### config.mk
export PLATFORM = sky130hd
export DESIGN_NAME = pipe_stage_reg
export DESIGN_NICKNAME = d
export VERILOG_FILES = /design/src/rtl/pipe_stage_reg.sv
export SDC_FILE = /design/constraint.sdc
export NUM_CORES = 1
export LEC_CHECK = 0
export ABC_AREA = 1
export ABC_CLOCK_PERIOD_IN_PS = 2000
export CELL_PAD_IN_SITES_DETAIL_PLACEMENT = 2
export CELL_PAD_IN_SITES_GLOBAL_PLACEMENT = 2
export CORE_MARGIN = 2
export CORE_UTILIZATION = 26
export CTS_BUF_LIST = sky130_fd_sc_hd__clkbuf_4 sky130_fd_sc_hd__clkbuf_8 sky130_fd_sc_hd__clkbuf_16
export CTS_CLUSTER_DIAMETER = 50
export DETAILED_ROUTE_END_ITERATION = 10
export PLACE_DENSITY_LB_ADDON = 0.1
export SLEW_MARGIN = 20
export SYNTH_ARGS = -nofsm -noshare
export SYNTH_HDL_FRONTEND = slang
export SYNTH_SLANG_ARGS = --single-unit
export TNS_END_PERCENT = 1
### constraint.sdc
create_clock -name clk -period 2 [get_ports clk]
set_input_delay 0.6 -clock clk [delete_from_list [all_inputs] [get_ports clk]]
set_output_delay 0.6 -clock clk [all_outputs]
set_load 0.01 [all_outputs]
### src/rtl/pipe_stage_reg.sv
// pipe_stage_reg: elastic pipeline stage register with valid/ready handshake,
// a two-entry skid buffer (main + skid) and a bubble-injecting flush.
// Optional macro PIPE_STAGE_PERF_EN adds saturating stall/flush counters.
module pipe_stage_reg #(
  parameter int CTRL_W = 10,
  parameter int DATA_W = 148,
  parameter int CNT_W  = 16
) (
  input  logic              clk,
  input  logic              reset,
  input  logic              flush,
  input  logic              in_valid,
  output logic              in_ready,
  input  logic [CTRL_W-1:0] in_ctrl,
  input  logic [DATA_W-1:0] in_data,
  output logic              out_valid,
  input  logic              out_ready,
  output logic [CTRL_W-1:0] out_ctrl,
  output logic [DATA_W-1:0] out_data
`ifdef PIPE_STAGE_PERF_EN
  ,
  output logic [CNT_W-1:0]  perf_stall_cnt,
  output logic [CNT_W-1:0]  perf_flush_cnt
`endif
);

  typedef enum logic [1:0] {
    EMPTY = 2'd0,
    FULL  = 2'd1,
    SKID  = 2'd2
  } state_t;

  state_t            state;
  logic [CTRL_W-1:0] skid_ctrl;
  logic [DATA_W-1:0] skid_data;
  logic              up_xfer;
  logic              down_xfer;

  // Handshake flags come straight from the state register so in_ready never
  // depends combinationally on out_ready.
  assign in_ready  = (state != SKID);
  assign out_valid = (state != EMPTY);
  assign up_xfer   = in_valid & in_ready;
  assign down_xfer = out_valid & out_ready;

  // Stage FSM: main register drives the outputs, skid catches the one extra
  // entry accepted after downstream stalls; flush empties and forces a NOP.
  always_ff @(posedge clk) begin
    if (!reset) begin
      state     <= EMPTY;
      out_ctrl  <= '0;
      out_data  <= '0;
      skid_ctrl <= '0;
      skid_data <= '0;
    end else if (flush) begin
      state    <= EMPTY;
      out_ctrl <= '0;
    end else begin
      case (state)
        EMPTY: begin
          if (up_xfer) begin
            out_ctrl <= in_ctrl;
            out_data <= in_data;
            state    <= FULL;
          end
        end
        FULL: begin
          if (up_xfer && down_xfer) begin
            out_ctrl <= in_ctrl;
            out_data <= in_data;
          end else if (up_xfer) begin
            skid_ctrl <= in_ctrl;
            skid_data <= in_data;
            state     <= SKID;
          end else if (down_xfer) begin
            out_ctrl <= '0;
            state    <= EMPTY;
          end
        end
        SKID: begin
          if (down_xfer) begin
            out_ctrl <= skid_ctrl;
            out_data <= skid_data;
            state    <= FULL;
          end
        end
        default: begin
          out_ctrl <= '0;
          state    <= EMPTY;
        end
      endcase
    end
  end

`ifdef PIPE_STAGE_PERF_EN
  localparam logic [CNT_W-1:0] CNT_ONE = {{(CNT_W-1){1'b0}}, 1'b1};
  localparam logic [CNT_W-1:0] CNT_MAX = {CNT_W{1'b1}};

  // Saturating performance counters; only reset clears them, flush does not.
  always_ff @(posedge clk) begin
    if (!reset) begin
      perf_stall_cnt <= '0;
      perf_flush_cnt <= '0;
    end else begin
      if (out_valid && !out_ready && (perf_stall_cnt != CNT_MAX))
        perf_stall_cnt <= perf_stall_cnt + CNT_ONE;
      if (flush && (state != EMPTY) && (perf_flush_cnt != CNT_MAX))
        perf_flush_cnt <= perf_flush_cnt + CNT_ONE;
    end
  end
`endif

endmodule

Word level (Yosys, flattened, before mapping)
Cells that the tools add are included.
{"block": "totals", "mem_bits_ro": 0, "wordCells": 45, "out_inout_bits": 160, "latchBits": 0, "register_bits": 318, "in_bits": 163, "mem_count": 0, "ram_bits": 0}
{"block": "classes", "muxes": 16, "bitwise": 5, "eq_ne": 10, "mul": 0, "n_div": 0, "order_cmp": 0, "reduce_logical": 9, "shift": 0, "addsub": 0}
{"operator": "$mux W148", "count": 3}
{"operator": "$pmux W148 S3", "count": 1}
{"operator": "$mux W10", "count": 5}
{"operator": "$pmux W10 S3", "count": 1}
{"operator": "$reduce_and A4 Y1", "count": 3}
{"operator": "$mux W2", "count": 5}
{"operator": "$ne A2 B2 Y1 const B", "count": 5}
{"operator": "$ne A3 B3 Y1 const B", "count": 3}
{"operator": "$pmux W2 S3", "count": 1}
{"operator": "$reduce_and A5 Y1", "count": 1}
{"operator": "$not A1 Y1", "count": 3}
{"operator": "$reduce_bool A3 Y1", "count": 1}
{"operator": "$and A1 B1 Y1", "count": 2}
{"operator": "$eq A2 B1 Y1 const B", "count": 1}
{"operator": "$eq A2 B2 Y1 const B", "count": 1}
{"operator": "$logic_not A2 Y1", "count": 1}
{"operator": "$reduce_bool A2 Y1", "count": 1}
{"operator": "$reduce_or A2 Y1", "count": 1}
{"operator": "$logic_and A1 B1 Y1", "count": 1}

Depth between registers and ports, before layout
{"block": "depth", "word_depth": 6, "ltp_mapped": 11, "mapped_depth_nobuf": 8}

Worst setup path before layout
Ideal clock, no wire load.
{"block": "synth_timing", "path_type": "input to register", "startpoint": "input port in_valid", "endpoint": "register out_data[77]", "arrival_ns": 1.588, "cell_stages": 7, "setup_time_ns": 0.112, "t_required_ns": 1.888, "n_path_buf": 2, "path_slack_ns": 0.301, "path_cell_list": "nand4_1 -> nand2_1 -> clkbuf_1 -> clkbuf_1 -> nand3_1 -> nand2_1 -> nor2_1"}
{"block": "synth_between", "elab_chain_len": 4, "word_cells_on_any_way": 5, "cone_classes": "eq/ne: 2; bitwise: 1; reduce/logical: 2"}
{"item": "start: declaration", "line": "12", "source": "input logic in_valid,"}
{"item": "$and A1 B1 Y1 *", "line": "43", "source": "assign up_xfer = in_valid & in_ready;"}
{"item": "$logic_and A1 B1 Y1", "line": "68", "source": "if (up_xfer && down_xfer) begin"}
{"item": "$ne A2 B2 Y1 (no line)"}
{"item": "$reduce_and A5 Y1 (no line) *"}
{"item": "end signal: assignment", "line": "63", "source": "out_data <= in_data;"}
{"item": "end signal: assignment", "line": "70", "source": "out_data <= in_data;"}
{"item": "end signal: assignment", "line": "83", "source": "out_data <= skid_data;"}
{"item": "end: declaration", "line": "19", "source": "output logic [DATA_W-1:0] out_data"}
Mark *: on every way between the ends. The rest lies on a longest branch, timed or not.
A chain may end at the register's enable or synchronous reset.

Worst setup path after layout
{"block": "layout_timing", "startpoint": "register out_data[143]", "endpoint": "output port out_data[143]"}
No word-level cell between the ends.

==> results.cfg <==
[outcome]
status = completed

[finish]
drive_gt1_share_pct = 7.53
layout.nets = 2657
syn2layout_area_growth_pct = 44.7
finalCoreUtilization_pct = 38.2

[clock_tree]
clock_latency_ps = 600
cts.htree.levels = 2
cts_inserted_buffers = 51
cts_tree = built
cts.clk_slew.worst_paths_ps = 60
clockRootBuffer = clkbuf_16
cts_setup_buffers = 0
cts_max_path_buffers = 3
clock_sinks = 318

[sta]
period_minus_slack_ps = 1920
rsz0062_at_grt = false
fmax_mhz = 522
finalClockSkew_ps = 28.8
post-route-period-util_pct = 95.8
hold_viol = 0
slew_headroom_pct = 73.2
setup_violations = 0
worst_pin_slew_ps = 398
drv_slew = 0

[place]
dpl.hpwl_um = 38000
io_buffers = 322
routabilityCongestion = 0.743

[setup_path]
r2r-start = state[0]
r2r_cells = 10
slowest_delay_ps = 420
start_kind = flop
cp.arrival_ps = 1320
r2r_end = out_data[146]
cp_max_fo = 2
path_cells = dlygate4sd2_1
crit_buf_inv = 1
crit_family = flip-flops
crit_required_ps = 1400
critPathKind = flop to output pin
endpoint_kind = output pin
reg2reg_slack_ps = 220
critical_path.slowest_cell = dfxtp_1

[yosys]
yosys-top-cells-count = nand2_1, nor2_1, dfxtp_1
synth_compound_area_share_pct = 8.20
synth_adder_area_share_pct = 0
yosysMostFrequentCell = nand2_1
synth_area_leaders = dfxtp_1, nand2_1, nor2_1
synth_top_family_by_area = simple AND/OR/NAND/NOR gates
syn_area_per_cell_um2 = 6.38
syn_inst = 2191
synth_ff_type = dfxtp_1
yosysSeqAreaShare_pct = 45.6
synth.net_count = 2354
synth_warnings = 0
synth_top_cell_area_share_pct = 45.6
synth-xor-area-share_pct = 0
yosysTopAreaCell = dfxtp_1
async_reset_ff_share_pct = 0
synth_edf_count = 0
yosysUniqueCellTypes = 17
synthMuxAreaShare_pct = 0
ys_seq_elements = 318
syn_area_um2 = 14000
synth_simple_gate_area_share_pct = 36.5

[min_path]
hold_class = primary input to flop
hold_depth = 3
hold-path-endpoint = out_data[36]
min-delay-start = reset

[detailed_routing]
drt-total-wl_um = 56300
wl_per_cell_um = 17.4
viasPerCell = 4.63
drc = 0
drt-pass1-iter-count = 6
drtIter0Drc = 342
ant_nets = 0
vias = 15000

[die]
fp.dieW_um = 236
die_h_um = 236
start_util_pct = 26.4
io_pins = 323
core_area_um2 = 52900
dieArea_um2 = 55600
rows = 84

[pwr]
p_per_area_nw_per_um2 = 931
pwr-share-comb_pct = 12.4
switchingPower_uw = 4820
leakagePower_uw = 0.00972
swShare_pct = 25.6
irDropWorstVdd_mv = 0.587
power.total_uw = 18800
p_clk_share_pct = 51.3
p_int_uw = 14000
p_seq_share_pct = 36.3

[global_route]
grt_usage_pct = 20.3
grt_pass1_wl_um = 90200
grt_start_max_net_pins = 86
grt_overflow = 0
grt_antenna_before_repair = 13
first_global_vias = 16300

[flow_run]
max_cap_violations = 0
[repair_timing]
item / CTS / global route
gates resized for setup: 170 / 0
endpoints found under the hold margin: 0 / 0
setup endpoints to repair: 160 / 0
hold buffers: 0 / 0
[power by group through the flow]
stage          Sequential [uW]  Combinational [uW]  Clock [uW]
2_1_floorplan             7030                 974           0
4_1_cts                   6850                2380        9930
3_3_place_gp              6980                2460           0
3_5_place_dp              6980                2520           0
6_report                  6840                2320        9650
5_1_grt                   6870                2610       10200
[final cells by class]
type                            count  area, um^2
Timing Repair Buffer              402        4110
Sequential cell                   318        6370
Inverter                          186         701
Clock inverter                     30         423
Fill cell                        6281       32700
Tap cell                          688         861
Multi-Input combinational cell   1535        6290
Antenna cell                        8        20.0
Clock buffer                       65        1440
[logic make-up (layout without fill, tap and decap cells)]
kind of cell,count (synthesis),after routing
AND/OR/NAND/NOR,1306,1306
buffers and inverters,338,683
AO/OA/AOI/OAI,229,229
other,0,8
flip-flops,318,318
[tightest hold or removal path, stage by stage]
cell and delay (ps):
clkbuf_8 220, nand2_1 120, nor2_1 40
[sequential cells by signal, summed over array words and instances (netlist names)]
register   count
out_data     148
skid_data    148
out_ctrl      10
skid_ctrl     10
state          2
[stage by stage]
stage	setup slack (ps)	TNS, ps	std cells	area [um^2]	hold WS (ps)
3_3_place_gp	-330	-84480	3129	18500	432
6_report	83.7	0	3232	20200	443
2_1_floorplan	301	0	2191	14000	425
4_1_cts	50.9	0	3224	20200	426
5_1_grt	27.2	0	3227	20200	445
3_5_place_dp	-397	-99400	3129	18500	441
[cell usage in the layout, fill, tap and decap left out]
master	n
inv_6	3
nor3_1	1
clkdlybuf4s50_1	161
clkbuf_16	52
o21ai_0	189
inv_2	2
nor2_1	558
bufinv_16	9
clkinv_2	9
and2_4	1
nand2_1	590
dlygate4sd2_1	158
a21oi_1	40
nand3_1	149
buf_12	39
buf_4	41
clkinvlp_4	4
buf_2	2
clkbuf_4	6
nand3_4	1
clkinv_1	1
clkbuf_8	8
inv_4	1
nand2_4	2
dfxtp_1	314
diode_2	8
clkinv_4	4
dfxtp_2	4
nor2_4	2
clkinv_8	1
inv_1	182
nand4_1	2
[per-layer routing]
layer	global-route usage, %	up-vias	routed length, um
met3	4.01	65	2580
met4	5.58	10	945
met5	0	-	60
met2	36.6	238	28200
li1	-	7317	-
met1	24.5	7320	24500
[how the worst max path moves through the flow]
stage	startpoint	endpoint	slack [ps]	cells after the start
after floorplan	in_valid	out_data[77]	300	7
after global placement	in_valid	out_data[99]	-330	10
after detailed placement	in_valid	out_data[99]	-400	10
after CTS	out_data[143]	out_data[143]	50	1
after global routing	state[1]	out_valid	30	3
final	out_data[143]	out_data[143]	80	1
Note: power is estimated with default switching activity, not from simulation.
